<file path="src/rtl/core_io_bridge.sv">
// rtl/core_io_bridge.sv - byte-wide core I/O bridge with transmit and receive FIFOs.
// Optional interrupt via CORE_IO_BRIDGE_INT_EN; the request output is "intr" because "int" is reserved.

module core_io_fifo #(
  parameter int DEPTH = 4,
  parameter int W     = 8
) (
  input  logic                       clock,
  input  logic                       reset,
  input  logic                       push,
  input  logic [W-1:0]               wdata,
  input  logic                       pop,
  output logic [W-1:0]               rdata,
  output logic [$clog2(DEPTH):0]     count
);
  localparam int AW = $clog2(DEPTH);
  localparam int CW = AW + 1;

  logic [W-1:0]  mem [DEPTH];
  logic [AW-1:0] rptr, wptr;
  logic [CW-1:0] cnt;
  logic          do_push, do_pop;

  // A pop frees a slot in the same cycle, so a full FIFO can still accept a push.
  assign do_pop  = pop && (cnt != '0);
  assign do_push = push && ((cnt != CW'(DEPTH)) || do_pop);

  always_ff @(posedge clock) begin
    if (!reset) begin
      rptr <= '0;
      wptr <= '0;
      cnt  <= '0;
    end else begin
      if (do_push) wptr <= wptr + AW'(1);
      if (do_pop)  rptr <= rptr + AW'(1);
      case ({do_push, do_pop})
        2'b10:   cnt <= cnt + CW'(1);
        2'b01:   cnt <= cnt - CW'(1);
        default: cnt <= cnt;
      endcase
    end
  end

  always_ff @(posedge clock) begin
    if (reset && do_push) mem[wptr] <= wdata;
  end

  assign rdata = mem[rptr];
  assign count = cnt;
endmodule

module core_io_bridge #(
  parameter int         DEPTH       = 4,
  parameter logic [7:0] EMPTY_VALUE = 8'h00
) (
  input  logic       clock,
  input  logic       reset,
  input  logic [7:0] ioout,
  input  logic       iowr,
  input  logic       iord,
  output logic [7:0] ioin,
  output logic       intr,
  output logic [7:0] tx_data,
  output logic       tx_valid,
  input  logic       tx_ready,
  input  logic [7:0] rx_data,
  input  logic       rx_valid,
  output logic       rx_ready,
  output logic       tx_overflow
);
  localparam int CW = $clog2(DEPTH) + 1;

  logic [CW-1:0] tx_count, rx_count;
  logic [7:0]    rx_head;
  logic          overflow_q;

  core_io_fifo #(.DEPTH(DEPTH), .W(8)) u_tx (
    .clock (clock),
    .reset (reset),
    .push  (iowr),
    .wdata (ioout),
    .pop   (tx_ready),
    .rdata (tx_data),
    .count (tx_count)
  );

  core_io_fifo #(.DEPTH(DEPTH), .W(8)) u_rx (
    .clock (clock),
    .reset (reset),
    .push  (rx_valid && rx_ready),
    .wdata (rx_data),
    .pop   (iord),
    .rdata (rx_head),
    .count (rx_count)
  );

  assign tx_valid = (tx_count != '0);
  assign rx_ready = (rx_count != CW'(DEPTH));
  assign ioin     = (rx_count != '0) ? rx_head : EMPTY_VALUE;

  // A write is lost only when full and the host is not draining this cycle.
  always_ff @(posedge clock) begin
    if (!reset)
      overflow_q <= 1'b0;
    else if (iowr && (tx_count == CW'(DEPTH)) && !tx_ready)
      overflow_q <= 1'b1;
  end
  assign tx_overflow = overflow_q;

`ifdef CORE_IO_BRIDGE_INT_EN
  assign intr = (rx_count != '0);
`else
  assign intr = 1'b0;
`endif
endmodule

</file>
<file path="config.mk">
export PLATFORM = sky130hd
export DESIGN_NAME = core_io_bridge
export DESIGN_NICKNAME = d
export VERILOG_FILES = /design/src/rtl/core_io_bridge.sv
export SDC_FILE = /design/constraint.sdc
export NUM_CORES = 1
export LEC_CHECK = 0
export CAP_MARGIN = 25
export CORE_MARGIN = 1
export CORE_UTILIZATION = 25
export DETAILED_ROUTE_END_ITERATION = 8
export PLACE_DENSITY = 0.45
export SLEW_MARGIN = 20
export SYNTH_ARGS = -nofsm -noshare
export SYNTH_HDL_FRONTEND = slang
export SYNTH_SLANG_ARGS = --single-unit
</file>
<file path="constraint.sdc">
create_clock -name clock -period 5.57 [get_ports clock]
set_input_delay 0.8355 -clock clock [delete_from_list [all_inputs] [get_ports clock]]
set_output_delay 0.8355 -clock clock [all_outputs]
set_load 0.03 [all_outputs]
</file>
After elaboration in Yosys (flattened, before gate mapping)
Memory sizes are Yosys's and may differ from the RTL's. A register that Yosys moved wholly into a read port is not among the register bits.
Cells that the tools add are included.

operators by class
  equal/unequal tests = 7
  add/sub/neg operators = 8
  reductions and logical operators = 16
  muxes and demuxes = 11

operator list
  kind                                                                count
  3-bit one-hot mux with 2 select lines                               2
  1-bit logical AND                                                   9
  2-bit by 1-bit adder with 2-bit output, second input constant       4
  2-bit 2-to-1 mux                                                    4
  8-bit 2-to-1 mux                                                    1
  3-bit by 1-bit adder with 3-bit output, second input constant       2
  3-bit inequality test, second input constant                        2
  3-bit nonzero test                                                  2
  3-bit by 1-bit subtractor with 3-bit output, second input constant  2
  2-bit by 1-bit == test with 1-bit output, second input constant     2
  2-bit == test, second input constant                                2
  1-bit 2-to-1 mux                                                    4
  2-bit nonzero test                                                  2
  3-bit == test, second input constant                                1
  1-bit logical OR                                                    2
  1-bit zero test                                                     1

storage, ports and cells
  memories kept = 2
  RAM bits = 64
  register bits after elaboration = 15

memory list
  name      depth  width  read ports  clocked after Yosys merged registers in  wr ports  line  RTL
  u_rx.mem  4      8      1           1                                        1         19    logic [W-1:0] mem [DEPTH];
  u_tx.mem  4      8      1           1                                        1         19

Logic depth before layout (Yosys ltp)
Gate-level depths: netlist (run 1).

  depth after elaboration = 7
  gate-level depth with buffers = 10

By module
A second synthesis (run 1) with hierarchy kept.

unflattened totals
  cell total of the unflattened synthesis = 209
  area, all modules = 3,442.1 µm²

modules (own cells, without submodules)
  module               cells an instance  seq. area each (µm²)  area each (µm²)  instances
  core_io_fifo (u_rx)  98                 1,141.1               1,666.6          1
  core_io_fifo (u_tx)  92                 1,141.1               1,636.6          1
  core_io_bridge       19                 20.0                  138.9            1

Least setup slack after synthesis (run 1)
Ideal clock, no wire load.

  path type = input to register
  from = input port tx_ready
  to = register u_tx.cnt[2], in the netlist u_tx.count[2]
  slack = 3,041 ps
  required time = 5,500 ps
  stages on the path = 10
  data arrival time = 2,459 ps
  setup time = 70 ps
  cells stage by stage = nor4b_2 > nor2b_1 > buf_6 > inv_1 > ha_1 > inv_1 > fa_1 > xor2_1 > or3_1 > a21boi_1

between the ends
  word-level cells in the longest chain between the ends = 5
  elaborated cells between the ends (all ways) = 7
  those cells by class = eq/ne: 2; mux: 1; reduce/logical: 4

RTL lines
  item                                                                                line  RTL
  start: declaration                                                                  65    input logic tx_ready,
  1-bit logical AND (*)                                                               25    assign do_pop = pop && (cnt != '0);
  1-bit logical OR                                                                    26    assign do_push = push && ((cnt != CW'(DEPTH)) || do_pop);
  1-bit logical AND                                                                   26
  2-bit by 1-bit == test with 1-bit output / 2-bit == test (equally long branches)    36    case ({do_push, do_pop})
  3-bit one-hot mux with 2 select lines / 2-bit nonzero test (equally long branches)  -
  end signal: assignment                                                              37    2'b10: cnt <= cnt + CW'(1);
  end signal: assignment                                                              38    2'b01: cnt <= cnt - CW'(1);
  end signal: assignment                                                              39    default: cnt <= cnt;
  end: declaration                                                                    21    logic [CW-1:0] cnt;

Every way passes the cells marked *; elsewhere a longest branch is shown, timed or not.
A chain may end at the register's enable or synchronous reset.

==> flow_metrics.tcl, run 1 <==
set metrics [dict create \
    dp.final_hpwl_um 3916 \
    fin_worst_skew_ns 0.006477 \
    max_slew.worst_pin.slew_ns 0.5722 \
    endpoint_kind "output pin" \
    first_global_vias 1818 \
    post_cts_hold_buffer_count 0 \
    globalRoute.totalOverflow 0 \
    clock_tree_from_tritoncts "done" \
    num_antenna_cells 0 \
    finalSetupViolCount 0 \
    post_cts_resize_count 0 \
    synth-seq-cells 83 \
    cts_max_level 3 \
    grtUsageTotal 0.09460 \
    ys.warnings.count 0 \
    synth_adder_area_share 0.04874 \
    power.static_leakage_nw 1.458 \
    synth_simple_gate_area_share 0.08013 \
    cts_root_buf "sky130_fd_sc_hd__clkbuf_16" \
    powerDensity_mw_per_mm2 483.8 \
    grt_start_max_net_pins 16 \
    leading_cell_type_by_number_of_instances_after_synthesis "sky130_fd_sc_hd__edfxtp_1" \
    tritoncts.num_buffers 9 \
    start_util 0.2559 \
    layout.filler_cells 1330 \
    vias 1743 \
    yosys_most_used_dff "sky130_fd_sc_hd__edfxtp_1" \
    mappedNetlistArea_mm2 0.003388 \
    flow.area_growth_from_synthesis_pct 27.81 \
    timing.setup.critical_path_class "reg2out" \
    fp.dieArea_mm2 0.01402 \
    fp.coreArea_mm2 0.01324 \
    final-max-slew-violation-count 0 \
    timing_hold_violations_final 0 \
    tns_ns 0 \
    grt_antenna_before_repair 0 \
    io_buffers 40 \
    cts.sink_count 83 \
    syn-instance-count 205 \
    drt-wirelength-per-cell_um 13.93 \
    power.ir.vdd_worst_uv 228.2 \
    synth.top_cells.by_area "sky130_fd_sc_hd__edfxtp_1, sky130_fd_sc_hd__dfxtp_1, sky130_fd_sc_hd__mux4_2, sky130_fd_sc_hd__ha_1, sky130_fd_sc_hd__nor2b_1" \
    async_flop_share 0 \
    maximum_clock_frequency_mhz 317.1 \
    synth_compound_gate_area_share 0.02696 \
    post_synth_edffs 64 \
    layout_min_cycle_time_ns 3.153 \
    rsz0062_at_grt "false" \
    postRouteWirelength_um 5961 \
    synthMuxAreaShare 0.1182 \
    synth_top_family_by_area "multiplexers" \
    final_nets 282 \
    die_height_um 118.4 \
    slew_headroom 0.6180 \
    viasPerCell 4.072 \
    drtAntennaViolNets 0 \
    largest_fanout_of_any_net_on_the_critical_path 8 \
    cts_buffer_depth 2 \
    clkTransAtPathRegs_ns 0.06 \
    post_synth_most_frequent_cells "sky130_fd_sc_hd__edfxtp_1, sky130_fd_sc_hd__dfxtp_1, sky130_fd_sc_hd__mux4_2" \
    final.period_utilization 0.5661 \
    fin_util 0.3270 \
    synthDominantCellAreaShare 0.5672 \
    mappedNetlistNets 239 \
    result_of_the_run "finished, final reports clean" \
    timing.critical_path.from_type "flop" \
    post-cts-setup-buffer-count 0 \
    num_rows 42 \
    post-route-drc-count 0 \
    worstHoldPathType "reg2reg" \
    post_route_cells_drive_above_1_share 0.1389 \
    drt_first_pass_iters 4 \
    synth.avg_cell_area_um2 16.53 \
    drt_first_iter_violations 66 \
    die_w_um 118.4 \
    synth_xor_xnor_area_share 0.01551 \
    timing.max_cap.violations 0 \
    gpl.final_weighted_congestion 0.6575 \
    num_io_pins 42 \
    largest_area_contributor_in_the_synthesized_netlist "sky130_fd_sc_hd__edfxtp_1" \
    worst-endpoint-arrival_ns 2.32 \
    grt_first_pass_wirelength_um 9577 \
    clock_latency_ns 0.34 \
    synth.lib_cells_used.distinct 31 \
    cp.required_ns 4.73 \
    synth-seq-area-share 0.6795 \
]
==> final timing paths <==
check,slack [ns],to,from,cells past startpoint
min reg2reg,0.50,flop,u_rx.rptr[1],2
max reg2reg,3.31,u_tx.count[2],u_tx.count[0],9
max,2.42,ioin[6],flop,3
min,0.50,flop,u_rx.rptr[1],2
==> state kept, by name, summed over array words and instances, names as in the netlist, named ones only <==
signal,cells
u_tx.rptr,2
u_tx.mem,32
u_rx.wptr,2
u_tx.count,3
tx_overflow,1
u_rx.mem,32
u_tx.wptr,2
u_rx.rptr,2
u_rx.count,3
==> cell usage in the layout, fill, tap and decap left out, types with 5 or more instances in the layout <==
cell type / instances
sky130_fd_sc_hd__nand2_1: 13
sky130_fd_sc_hd__inv_1: 12
sky130_fd_sc_hd__and3_1: 8
sky130_fd_sc_hd__dfxtp_1: 19
sky130_fd_sc_hd__nor2b_1: 13
sky130_fd_sc_hd__clkbuf_16: 9
sky130_fd_sc_hd__edfxtp_1: 64
sky130_fd_sc_hd__and2_1: 5
sky130_fd_sc_hd__mux4_2: 16
sky130_fd_sc_hd__ha_1: 10
sky130_fd_sc_hd__clkdlybuf4s50_1: 40
==> where the power goes <==
| group | leakage, nW | total (W) | internal, W | switching [W] |
|---|---|---|---|---|
| clock network | 0.176 | 0.000719 | 0.000483 | 0.000236 |
| logic | 0.545 | 0.000576 | 0.000277 | 0.000299 |
| registers | 0.737 | 0.000800 | 0.000729 | 0.0000713 |
| total | 1.46 | 0.00209 | 0.00149 | 0.000606 |
==> area by class of cell <==
type / instances / area, µm² / area share
timing repair buffer: 42 / 415.4 / 0.09593
multi-input combinational: 100 / 984.7 / 0.2274
clock buffer: 9 / 225.2 / 0.05201
inverter: 12 / 45.04 / 0.01040
sequential: 83 / 2302 / 0.5316
tap: 176 / 220.2 / 0.05085
clock inverter: 6 / 137.6 / 0.03178
==> per-stage QoR <==
stage	hold slack, ns	total power, W	cell area, µm²	worst slack, ns	instances
after CTS	0.5016	0.002128	4330	2.332	428
after detailed placement	0.4811	0.001400	3968	2.430	413
after global routing	0.5250	0.002199	4330	2.254	428
after floorplan	0.4607	0.001190	3388	3.041	205
final	0.4960	0.002095	4330	2.417	428
after global placement	0.4698	0.001398	3968	2.505	413
==> critical path, cell delays in order (launching register included) <==
cell	delay [ns]
sky130_fd_sc_hd__dfxtp_1	0.67
sky130_fd_sc_hd__mux4_2	0.57
sky130_fd_sc_hd__nor2b_1	0.14
sky130_fd_sc_hd__clkdlybuf4s50_1	0.59
==> cells by family after synthesis <==
family / Yosys count
muxes: 20
xor gates and xnor gates: 6
DFF: 83
AOI/OAI and AO/OA: 14
and+or+nand+nor: 47
other: 1
buffers and inverters: 22
adders and majority gates: 12
==> layer usage <==
metal,GRT usage,up-vias,part of all wire
met4,0.06408,0,0.027
met3,0.02510,11,0.036
li1,-,842,-
met1,0.1175,857,0.47
met5,0,-,0
met2,0.1441,33,0.47
Note: power is estimated with default switching activity, not from simulation.
==> run 2, diff against run 1 <==
==> constraint.sdc (replaced) <==
create_clock -name clock -period 3.1 [get_ports clock]
set_input_delay 0.465 -clock clock [delete_from_list [all_inputs] [get_ports clock]]
set_output_delay 0.465 -clock clock [all_outputs]
set_load 0.03 [all_outputs]
==> run 2 against run 1 <==
Effect of this change: global-route usage increased by 0.27 points; non-clock buffer count rose by 2; critical endpoint is now tx_data[3]; power grew 71%; worst setup slack got worse by 2.0 ns.
==> flow_metrics.tcl, run 2 (synthesis results as in run 1) <==
set metrics [dict create \
    result_of_the_run "finished, final reports clean" \
    postRouteWirelength_um 5947 \
    critical_path.reg2reg.startpoint "u_tx.count[0]" \
    fin_worst_skew_ns 0.006180 \
    die_w_um 118.4 \
    drt-wirelength-per-cell_um 13.83 \
    post-layout-total-power_w 0.003584 \
    grt_first_pass_wirelength_um 9818 \
    final-max-slew-violation-count 0 \
    power.static_leakage_nw 1.439 \
    die_height_um 118.4 \
    dp.final_hpwl_um 3902 \
    layout_min_cycle_time_ns 2.720 \
    powerDensity_mw_per_mm2 835.5 \
    cp.required_ns 2.63 \
    final.period_utilization 0.8773 \
    timing.max_cap.violations 0 \
    drt_first_pass_iters 4 \
    viasPerCell 4.023 \
    post_route_cells_drive_above_1_share 0.1378 \
    critical_path.cell_chain "mux4_2 -> clkdlybuf4s50_1" \
    worstHoldPathType "reg2reg" \
    worst_path_largest_cell_delay_ns 0.72 \
    area_after_dpl_mm2 0.003983 \
    setup.reg_to_reg.worst_slack_ns 0.88 \
    largest_fanout_of_any_net_on_the_critical_path 8 \
    cts_buffer_depth 2 \
    max_slew.worst_pin.slew_ns 0.6255 \
    finish.instance_area_mm2 0.004289 \
    timing.setup.critical_path_class "reg2out" \
    power.ir.vdd_worst_uv 337.9 \
    grt_antenna_before_repair 0 \
    num_rows 42 \
    layout.cells.most_common_list "sky130_fd_sc_hd__edfxtp_1, sky130_fd_sc_hd__clkdlybuf4s50_1, sky130_fd_sc_hd__dfxtp_1" \
    post_cts_hold_buffer_count 0 \
    gpl.final_weighted_congestion 0.6614 \
    post_cts_resize_count 0 \
    grt_start_max_net_pins 14 \
    drtAntennaViolNets 0 \
    start_util 0.2559 \
    cts.sink_count 83 \
    tritoncts.num_buffers 9 \
    critical_path_depth 2 \
    slew_headroom 0.5824 \
    reg_top3 "u_rx.mem (32), u_tx.mem (32)" \
    globalRoute.totalOverflow 0 \
    post-route-drc-count 0 \
    maximum_clock_frequency_mhz 367.7 \
    critical_path_buf_inv_count 1 \
    post-cts-setup-buffer-count 0 \
    endpoint_kind "output pin" \
    fp.dieArea_mm2 0.01402 \
    timing_hold_violations_final 0 \
    rsz0062_at_grt "false" \
    cts_root_buf "sky130_fd_sc_hd__clkbuf_16" \
    clock_tree_from_tritoncts "done" \
    timing.final.ws_setup_ns 0.3805 \
    most_common_cell_after_layout_fill_and_taps_aside "sky130_fd_sc_hd__edfxtp_1" \
    drt_first_iter_violations 43 \
    crit_family "flip-flops" \
    grtUsageTotal 0.09728 \
    setup.worst_path.end "tx_data[3]" \
    fp.coreArea_mm2 0.01324 \
    io_buffers 40 \
    cts_max_level 3 \
    rr_worst_depth 9 \
    first_global_vias 1861 \
    hp-start "u_rx.rptr[0]" \
    worst_r2r_endpoint "u_tx.count[2]" \
    num_antenna_cells 0 \
    place_worst_setup_slack_ns 0.3186 \
    timing.critical_path.from_type "flop" \
    final_nets 284 \
    tns_ns 0 \
    fin_util 0.3239 \
    vias 1730 \
    finalSetupViolCount 0 \
    clock_latency_ns 0.34 \
    num_io_pins 42 \
    clkTransAtPathRegs_ns 0.06 \
    worst-endpoint-arrival_ns 2.25 \
    flow.area_growth_from_synthesis_pct 26.59 \
    critPathSlowestCell "sky130_fd_sc_hd__dfxtp_1" \
]
==> run 2: area by class of cell <==
type / instances / area, µm²
sequential: 83 / 2302
clock inverter: 6 / 81.33
inverter: 12 / 45.04
fill: 1311 / 8954
tap: 176 / 220.2
clock buffer: 9 / 225.2
timing repair buffer: 44 / 430.4
multi-input combinational: 100 / 984.7
==> run 2: how the worst min path moves through the flow <==
stage | end | slack, ns | cells past startpoint
2_1_floorplan | flop | 0.46 | 2
3_3_place_gp | u_rx.rptr[1] | 0.47 | 2
3_5_place_dp | tx_overflow | 0.49 | 2
4_1_cts | u_rx.rptr[0] | 0.50 | 2
5_1_grt | tx_overflow | 0.52 | 2
6_report | u_rx.rptr[0] | 0.49 | 2
==> run 2: layer usage <==
metal / part of all wire / track usage
met1: 0.48 / 0.1190
met2: 0.45 / 0.1460
met3: 0.033 / 0.02558
met4: 0.035 / 0.07595
met5: 0 / 0
==> run 2: through the flow <==
stage / instances / hold slack (ns)
after floorplan: 205 / 0.4607
after global placement: 415 / 0.4747
after detailed placement: 415 / 0.4888
after CTS: 430 / 0.4984
after global routing: 430 / 0.5212
final: 430 / 0.4928
==> run 2: report_power, final <==
group	switching (W)	internal, W	total [W]	leakage [nW]
Sequential	0.000106	0.00131	0.00142	0.737
Combinational	0.000562	0.000508	0.00107	0.556
Clock	0.000404	0.000694	0.00110	0.147
==> run 2: worst min-delay path, cell delays in order, from the launching register on <==
cell                      delay [ns]
sky130_fd_sc_hd__dfxtp_1        0.32
sky130_fd_sc_hd__nand2_1        0.08
sky130_fd_sc_hd__o21ai_1        0.05
